$ cat config.mk
export PLATFORM = sky130hd
export DESIGN_NAME = ex_resolve_stage
export DESIGN_NICKNAME = d
export VERILOG_FILES = /design/src/rtl/ex_resolve_stage.sv
export SDC_FILE = /design/constraint.sdc
export NUM_CORES = 1
export LEC_CHECK = 0
export CORE_ASPECT_RATIO = 1.75
export CORE_MARGIN = 1
export CORE_UTILIZATION = 51
export CTS_BUF_LIST = sky130_fd_sc_hd__clkbuf_2
export DETAILED_ROUTE_END_ITERATION = 10
export GPL_TIMING_DRIVEN = 0
export PLACE_DENSITY = 0.87
export SYNTH_ARGS = -nofsm -noshare
export SYNTH_HDL_FRONTEND = slang
export SYNTH_SLANG_ARGS = --single-unit
export TNS_END_PERCENT = 20
$ cat constraint.sdc
create_clock -name clk -period 2.3 [get_ports clk]
set_clock_uncertainty 0.05 [all_clocks]
set_input_delay 0.69 -clock clk [delete_from_list [all_inputs] [get_ports clk]]
set_output_delay 0.69 -clock clk [all_outputs]
set_load 0.1 [all_outputs]
$ cat src/rtl/ex_resolve_stage.sv
// Execute-resolve stage: a 2-entry skid FIFO that resolves zero/pos/taken flags
// at accept, retires in order, pulses flush and counts retired taken branches.
module ex_resolve_stage #(
    parameter int WIDTH = 16
) (
    input  logic             clk,
    input  logic             reset,
    input  logic             in_valid,
    output logic             in_ready,
    input  logic [3:0]       in_inst_id,
    input  logic [WIDTH-1:0] in_result,
    input  logic [WIDTH-1:0] in_target,
    output logic             out_valid,
    input  logic             out_ready,
    output logic [3:0]       out_inst_id,
    output logic [WIDTH-1:0] out_result,
    output logic [WIDTH-1:0] out_target,
    output logic             out_zero,
    output logic             out_pos,
    output logic             out_taken,
    output logic             flush,
    output logic [15:0]      taken_count,
    output logic [1:0]       dbg_state
);
    typedef enum logic [1:0] {EMPTY = 2'd0, ONE = 2'd1, FULL = 2'd2} occ_e;

    typedef struct packed {
        logic [3:0]       inst_id;
        logic [WIDTH-1:0] result;
        logic [WIDTH-1:0] target;
        logic             zero;
        logic             pos;
        logic             taken;
    } entry_t;

    occ_e             state_q, state_d;
    entry_t [1:0]     ent_q, ent_d;
    logic             wr_ptr_q, wr_ptr_d;
    logic             rd_ptr_q, rd_ptr_d;
    logic             flush_q, flush_d;
    logic [15:0]      taken_count_q, taken_count_d;
    logic             accept, retire;
    entry_t           new_ent, head;

    // Handshake: a transfer happens only when valid and ready are both high at
    // a rising edge; in_ready/out_valid depend on registered occupancy only.
    assign accept = in_valid && in_ready;
    assign retire = out_valid && out_ready;
    assign head   = ent_q[rd_ptr_q];

    always_comb begin
        new_ent         = '0;
        new_ent.inst_id = in_inst_id;
        new_ent.result  = in_result;
        new_ent.target  = in_target;
        new_ent.zero    = (in_result == '0);
        new_ent.pos     = (in_result != '0) && !in_result[WIDTH-1];
        case (in_inst_id)
            4'b0011: new_ent.taken = new_ent.zero;
            4'b0101: new_ent.taken = !new_ent.zero;
            4'b0111: new_ent.taken = new_ent.pos;
            4'b1111: new_ent.taken = 1'b1;
            default: new_ent.taken = 1'b0;
        endcase
    end

    // Occupancy FSM: state register
    always_ff @(posedge clk) begin
        if (!reset) state_q <= EMPTY;
        else        state_q <= state_d;
    end

    // Occupancy FSM: next state
    always_comb begin
        state_d = state_q;
        unique case (state_q)
            EMPTY: if (accept) state_d = ONE;
            ONE: begin
                if (accept && !retire)      state_d = FULL;
                else if (retire && !accept) state_d = EMPTY;
            end
            FULL:    if (retire) state_d = ONE;
            default: state_d = EMPTY;
        endcase
    end

    // Occupancy FSM: outputs
    always_comb begin
        in_ready  = (state_q != FULL);
        out_valid = (state_q != EMPTY);
        dbg_state = state_q;
    end

    always_comb begin
        ent_d         = ent_q;
        wr_ptr_d      = wr_ptr_q ^ accept;
        rd_ptr_d      = rd_ptr_q ^ retire;
        flush_d       = retire && head.taken;
        taken_count_d = taken_count_q;
        if (accept) ent_d[wr_ptr_q] = new_ent;
        if (retire && head.taken) taken_count_d = taken_count_q + 16'd1;
    end

    always_ff @(posedge clk) begin
        if (!reset) begin
            ent_q         <= '0;
            wr_ptr_q      <= 1'b0;
            rd_ptr_q      <= 1'b0;
            flush_q       <= 1'b0;
            taken_count_q <= '0;
        end else begin
            ent_q         <= ent_d;
            wr_ptr_q      <= wr_ptr_d;
            rd_ptr_q      <= rd_ptr_d;
            flush_q       <= flush_d;
            taken_count_q <= taken_count_d;
        end
    end

    assign out_inst_id = head.inst_id;
    assign out_result  = head.result;
    assign out_target  = head.target;
    assign out_zero    = head.zero;
    assign out_pos     = head.pos;
    assign out_taken   = head.taken;
    assign flush       = flush_q;
    assign taken_count = taken_count_q;

endmodule

Word level (Yosys, flattened, before mapping)
Index checks and enable logic that the tools add are counted.

word-level totals
  output and inout bits = 60
  ROM bits = 0
  bits in writable memories = 0
  memories = 0
  latch bits = 0
  flip-flop bits (word level) = 99

operators by class
  bitwise logic cells = 2
  equality and inequality tests = 10
  $lt $le $gt $ge = 3
  multipliers = 0
  reduce and logical (&&, ||, !) cells = 16
  add/subtract/negate cells = 1
  muxes and demuxes = 11
  divide/modulo/power cells = 0
  shifts and indexed selects = 0

operator list
  kind                                                      number
  two-way mux 39 bit                                        3
  bitwise mux 78 bit                                        1
  demux 39 bit (select 1 bit)                               1
  adder 16 x 1 -> 16 bit, second input constant             1
  zero test 16 bit                                          1
  nonzero test 16 bit                                       1
  equality test 4 x 3 -> 1 bit, second input constant       2
  two-way mux 2 bit                                         4
  logical AND 1 bit                                         7
  != test 2 bit, second input constant                      3
  one-hot mux 2 bit (3 select lines)                        1
  equality test 4 x 2 -> 1 bit, second input constant       1
  equality test 4 bit, second input constant                1
  zero test 1 bit                                           4
  < comparator 1 x 2 -> 1 bit, second input constant        2
  one-hot mux 1 bit (4 select lines)                        1
  != test 3 bit, second input constant                      1
  AND reduction 3 bit                                       1
  equality test 2 x 1 -> 1 bit, second input constant       1
  equality test 2 bit, second input constant                1
  zero test 2 bit                                           1
  nonzero test 2 bit                                        1
  bitwise XOR 1 bit                                         2
  greater-or-equal comparator 1 bit, second input constant  1

Logic depth before layout (Yosys ltp)
Gate-level depths: netlist of the first run.

  depth in word-level cells = 7
  gate-level depth with buffers = 7
  depth with buffers taken out = 6

Worst setup path after synthesis of the first run
Ideal clock, no wire load.

  path kind = reg-to-output
  start point = reg rd_ptr_q
  end point = out out_zero
  required time = 1.560 ns
  slack = -1.221 ns
  data arrival time = 2.781 ns
  buffers on the path = 2
  cell stages (with the launch flop) = 4
  cell sequence = dfxtp_1 > buf_2 > clkbuf_1 > o21ai_0

between the ends
  cells in the longest elaborated chain, start to end = 2

RTL lines
  element                                                RTL line  RTL
  start: declaration                                     39        logic rd_ptr_q, rd_ptr_d;
  start signal: assignment                               114       rd_ptr_q <= rd_ptr_d;
  two-way mux 39 bit (implied by the code) (2 in a row)  49        assign head = ent_q[rd_ptr_q];
  end: declaration                                       18        output logic out_zero,

No other way between the ends. The select of a mux whose other input is x is not followed.

Final worst setup path of the first run
  start point = reg rd_ptr_q
  end point = out out_result[15]

between the ends
  cells in the longest elaborated chain, start to end = 2

RTL lines
  element                                                RTL line  RTL
  two-way mux 39 bit (implied by the code) (2 in a row)  49
  end: declaration                                       16        output logic [WIDTH-1:0] out_result,

No other way between the ends. The select of a mux whose other input is x is not followed.

==> reports/qor.txt, run 1 <==
htree depth - 3
fill count - 523
most common library cell in the layout ignoring fill and taps - dfxtp_1
total area of sequential cells - 1990 sq um
TNS Setup - -9.85 ns
Synth Net Count - 471
RSZ-0062 raised after global routing - yes
EDFF count, synth - 0
Peak Freq - 0.389 GHz
Die ar. - 8680 sq um
DR DRC count - 18
Simple-Gate Fraction of Synth Area - 14.4%
FFs w/ async S/R, synth - 0%
DR vias - 3635
Worst-Skew Late Latency - 0.60 ns
largest family of logic cells by synthesized area - multiplexers
fin crit period - 2.57 ns
CP Max Fanout - 5
first-pass GRT wire length - 17.4 mm
CTS root buf - clkbuf_2
proportion of synthesized area in mux cells - 28.4%
post-synthesis xor/xnor area fraction - 1.66%
crit path launch type - flip-flop
core area - 7960 sq um
biggest cell delay along the critical path - 0.42 ns
maximum VDD drop - 0.000486 V
crit-path leading delay family - buffers and inverters
nets - 588
# port buffers - 99
Routed wire per std cell - 18.4 um
Unique masters post-synth - 33
failing checks - design-rule violations, negative setup slack
antenna-violating nets left - 0
Critical path buffers and inverters - 3
status - finished, violations left
Core Rows - 43
CTS tree - done
die height - 122 um
routability cong. - 0.774
Power, Total - 4060 uW
dpl hpwl - 7.60 mm
global-route usage over all layers - 26.1%
relative max-transition margin - 53.7%
CP cell instances - clkbuf_16, clkbuf_16, mux2_4, buf_12
Detailed Route Iter0 Violations - 268
post-synthesis register bit count - 99
Synth-to-Final Area Change - 44.8%
YS warnings - 0
vias in the first global route - 3700
clock sink total - 99
routed wire length - 11.7 mm
initial antenna violation count - 1
Die Wd - 70.8 um
Pins Over Slew Limit - 0
Clock Tree Buf Depth - 2
Post-Syn Area - 4230 sq um
Multi-input gate area - 2260 sq um
final hold vios - 0
Via density - 5.69
Syn Area/Cell - 9.91 sq um
most frequent cells in the layout - dfxtp_1, nor2_1, mux2i_1
Final setup viols - 41
post-synthesis adder-cell area fraction - 1.18%
Power Dens Cells - 663 nW/um^2
# IOs - 100
post-route cell area - 6120 sq um
cts hold-fix bufs - 0
DR pass1 iterations - 7
sequential fraction of the synthesis area - 46.9%
crit path DAT - 1.83 ns
dominant synthesized flop cell - dfxtp_1
Leak - 0.00247 uW
CTS clk-pin slew, worst paths - 0.24 ns
Max-Cap Viols - 0
Least-Margin Pin Slew - 0.695 ns
most used cell, CP - clkbuf_16
WS Path Type - flip-flop to output port
period utilisation layout - 112%
final core utilization - 76.9%
Post-DP Area - 5350 sq um
compound-cell area share of the yosys netlist - 3.96%
layout cells sized above 1 - 26.1%
CP max-delay cell - dfxtp_4
final worst slack - -0.272 ns
worst path required time - 1.56 ns
remaining global-route overflow - 0
Initial Util - 53.1%
worst min-delay path category - flip-flop to flip-flop
Cells after Synth - 427
TritonCTS buffer count - 9
CP Capture Type - output port
largest net degree at the start of global routing - 15
## path summary, 6_finish.rpt
path	start	to	slack [ns]	cells after the start
worst max register to register	rd_ptr_q$_SDFF_PN0_	taken_count[12]$_SDFFE_PN0P_	-0.03	8
worst max-delay path	rd_ptr_q$_SDFF_PN0_	out_result[15]	-0.27	4
worst min register to register	taken_count[9]$_SDFFE_PN0P_	taken_count[9]$_SDFFE_PN0P_	0.45	2
worst min-delay path	taken_count[9]$_SDFFE_PN0P_	taken_count[9]$_SDFFE_PN0P_	0.45	2
## final cells by class
class	instances	area share [%]
inverters	12	0.735
clock inverters	3	0.654
repair buffers	106	22.9
clock buffers	12	0.981
diodes	1	0.0409
flip-flops and latches	99	32.5
multi-input cells	289	36.9
plain buffers	27	3.49
well taps	90	1.84
## worst min-delay path, cell delays in order (launching register included)
cell	delay, ns
dfxtp_1	0.38
o31ai_1	0.06
a21oi_1	0.05
## cells in the mapped netlist (4+ instances only)
library cell / number / area (sq um)
and2_1: 4 / 25.0
mux2_2: 38 / 428
or3_1: 6 / 37.5
inv_1: 11 / 41.3
nand3_1: 6 / 30.0
clkbuf_1: 20 / 75.1
nand3b_1: 4 / 30.0
mux2i_1: 76 / 761
nor2_1: 82 / 308
nand2b_1: 4 / 25.0
xnor2_1: 7 / 61.3
nand2_1: 8 / 30.0
a21oi_1: 13 / 65.1
o21ai_0: 8 / 40.0
o31ai_1: 4 / 30.0
nor4_1: 7 / 43.8
ha_1: 4 / 50.1
buf_1: 5 / 18.8
dfxtp_1: 99 / 1980
or4_1: 4 / 30.0
## state kept, by name (all words and copies together), names as in the netlist
register,cells
wr_ptr_q,1
dbg_state,2
flush,1
rd_ptr_q,1
taken_count,16
ent_q,78
## what timing repair did
action | CTS | global route
buffers inserted | 2 | 0
resized for setup | 443 | 87
cloned | 4 | 1
endpoints found under the setup margin | 60 | 84
## through the flow
step,hold WS (ns),setup slack [ns],std cells
2_1_floorplan,0.396,-0.235,427
3_5_place_dp,0.424,-0.840,616
6_report,0.455,-0.272,639
5_1_grt,0.481,-0.342,639
4_1_cts,0.448,-0.303,637
3_3_place_gp,0.407,-0.836,616
## report_power, final
part           internal (uW)  switching, uW  leakage [uW]  total, uW
Combinational            571            813       0.00159       1380
Sequential              1810           57.0      0.000809       1870
Clock                    255            552     0.0000718        808
## metal layers
metal	up-vias	GRT usage (%)	wire length [um]
li1	1705	-	-
met4	0	19.1	369
met2	132	46.0	6440
met3	26	3.28	478
met1	1772	28.5	4450
met5	-	0	0
## cells by family (layout without fill, tap and decap cells)
| logic type | count (synthesis) | count (layout) |
|---|---|---|
| and+or+nand+nor | 133 | 133 |
| DFF | 99 | 99 |
| adders and majority gates | 4 | 4 |
| AOI/OAI and AO/OA | 29 | 29 |
| other | 0 | 1 |
| xor gates and xnor gates | 8 | 8 |
| muxes | 115 | 115 |
| buffers and inverters | 39 | 160 |
Power figures use the tool's default switching activity.
==> run 2, diff against run 1 <==
--- a/config.mk
+++ b/config.mk
@@ -7,11 +7,12 @@
 export LEC_CHECK = 0
 export CORE_ASPECT_RATIO = 1.75
 export CORE_MARGIN = 1
-export CORE_UTILIZATION = 51
+export CORE_UTILIZATION = 55
 export CTS_BUF_LIST = sky130_fd_sc_hd__clkbuf_2
 export DETAILED_ROUTE_END_ITERATION = 10
 export GPL_TIMING_DRIVEN = 0
-export PLACE_DENSITY = 0.87
+export PLACE_DENSITY = 0.92
+export RECOVER_POWER = 100
 export SYNTH_ARGS = -nofsm -noshare
 export SYNTH_HDL_FRONTEND = slang
 export SYNTH_SLANG_ARGS = --single-unit
==> constraint.sdc (replaced) <==
create_clock -name clk -period 3 [get_ports clk]
set_clock_uncertainty 0.05 [all_clocks]
set_input_delay 0.9 -clock clk [delete_from_list [all_inputs] [get_ports clk]]
set_output_delay 0.9 -clock clk [all_outputs]
set_load 0.1 [all_outputs]
==> run 2 against run 1 <==
Effect of this change:
- the flow finishes with violations (negative setup slack)
- register-to-register slack improved by 0.59 ns
- die area decreased by 7.1%
- global-route usage increased by 0.12 points
- hold slack improved by 0.0080 ns
- sequential cell count unchanged
- power decreased by 32%
- critical path type unchanged
- combinational power decreased by 41%
- clock-buffer cell count decreased by 1
- design area decreased by 16%
- first-iteration DRC count decreased by 44%
- final cell count decreased by 1.4%
- critical path depth unchanged
==> reports/qor.txt, run 2 (synthesis gave the netlist of run 1 again) <==
Peak Freq - 0.332 GHz
max FFs per register - 78
Die ar. - 8060 sq um
dpl hpwl - 7.56 mm
first-pass GRT wire length - 15.9 mm
most frequent cells in the layout - dfxtp_1, nor2_1, mux2i_1
WS Path Type - flip-flop to output port
DR DRC count - 0
# port buffers - 99
# IOs - 100
final worst slack - -0.0109 ns
Pins Over Slew Limit - 0
Final setup viols - 2
CP Capture Type - output port
CP Max Fanout - 10
global-route usage over all layers - 26.2%
CTS root buf - clkbuf_2
TNS Setup - -0.0204 ns
final hold vios - 0
Leak - 0.00208 uW
relative max-transition margin - 20.9%
Die Wd - 68.3 um
Max-Cap Viols - 0
CTS tree - done
Least-Margin Pin Slew - 1.19 ns
layout cells sized above 1 - 18.3%
Initial Util - 56.3%
crit path DAT - 2.06 ns
remaining global-route overflow - 0
CTS clk-pin slew, worst paths - 0.23 ns
post-route cell area - 5170 sq um
DR vias - 3463
antenna-violating nets left - 0
Post-DP Area - 5340 sq um
Multi-input gate area - 2100 sq um
most common library cell in the layout ignoring fill and taps - dfxtp_1
Core Rows - 42
Worst-Skew Late Latency - 0.58 ns
clock sink total - 99
worst path required time - 2.05 ns
routed wire length - 10.2 mm
vias in the first global route - 3522
RSZ-0062 raised after global routing - yes
crit path launch type - flip-flop
status - finished, violations left
Via density - 5.50
Detailed Route Iter0 Violations - 149
core area - 7510 sq um
fill count - 610
# Post-CTS Setup Buffers - 0
Power Dens Cells - 533 nW/um^2
Synth-to-Final Area Change - 22.2%
htree depth - 3
Routed wire per std cell - 16.1 um
worst min-delay path category - flip-flop to flip-flop
TritonCTS buffer count - 9
routability cong. - 0.799
Largest Register - ent_q
total area of sequential cells - 1980 sq um
DR pass1 iterations - 6
failing checks - negative setup slack
largest net degree at the start of global routing - 15
Clock Tree Buf Depth - 2
initial antenna violation count - 1
die height - 118 um
period utilisation layout - 100%
fin crit period - 3.01 ns
nets - 581
maximum VDD drop - 0.000425 V
final core utilization - 68.8%
-- run 2: cell count changes in the layout (fill, tap and decap cells not counted), moves of 5 or more --
cell and change:
buf_12 -39, mux2_2 +34, buf_2 -5, mux2_4 -37
clkbuf_16 -6, clkbuf_1 +27, buf_4 +20
-- run 2: cell type report --
| type | count | area share (%) |
|---|---|---|
| multi-input cells | 289 | 40.7 |
| clock buffers | 11 | 1.06 |
| repair buffers | 99 | 14.3 |
| well taps | 88 | 2.13 |
| diodes | 1 | 0.0484 |
| clock inverters | 4 | 0.363 |
| plain buffers | 27 | 2.23 |
| flip-flops and latches | 99 | 38.3 |
| inverters | 12 | 0.871 |
-- run 2: worst paths after layout --
path / startpoint / end / slack, ns / cells after the start
setup / recovery: rd_ptr_q$_SDFF_PN0_ / out_result[11] / -0.01 / 4
hold / removal: ent_q[40]$_SDFFE_PN0P_ / ent_q[40]$_SDFFE_PN0P_ / 0.46 / 2
setup reg to reg: dbg_state[0]$_SDFFE_PN0P_ / ent_q[47]$_SDFFE_PN0P_ / 0.56 / 7
hold reg to reg: ent_q[40]$_SDFFE_PN0P_ / ent_q[40]$_SDFFE_PN0P_ / 0.46 / 2
-- run 2: per-layer routing --
metal / vias up / share of wire (%) / global-route usage [%]
met3: 32 / 3.9 / 4.55
li1: 1683 / - / -
met1: 1649 / 39 / 27.8
met5: - / 0 / 0
met4: 0 / 3.7 / 12.8
met2: 99 / 54 / 47.0
-- run 2: power breakdown --
part	internal (uW)	switching [uW]	leakage, uW
combinational	244	569	0.00121
sequential	1390	35.1	0.000807
clock	105	418	0.0000590
-- run 2: stage by stage --
step / worst slack (ns) / hold WS, ns / instances / total power [uW]
CTS: -0.200 / 0.456 / 629 / 2760
floorplan: -0.0463 / 0.396 / 427 / 2060
global placement: -0.327 / 0.403 / 614 / 2270
global route: -0.113 / 0.486 / 630 / 2860
finish: -0.0109 / 0.463 / 630 / 2760
detailed placement: -0.331 / 0.430 / 614 / 2280
-- run 2: critical path, stage by stage, from the launching register on --
cell and delay, ns:
dfxtp_1 0.35, buf_2 0.16, buf_2 0.29, mux2_2 0.39, buf_2 0.30
-- run 2: repair_timing --
item                                    4_1_cts  5_1_grt
endpoints found under the setup margin       60       40
hold buffers                                  0        0
gates cloned                                  0        0
resized for setup                           167      110
hold endpoints to repair                      0        0
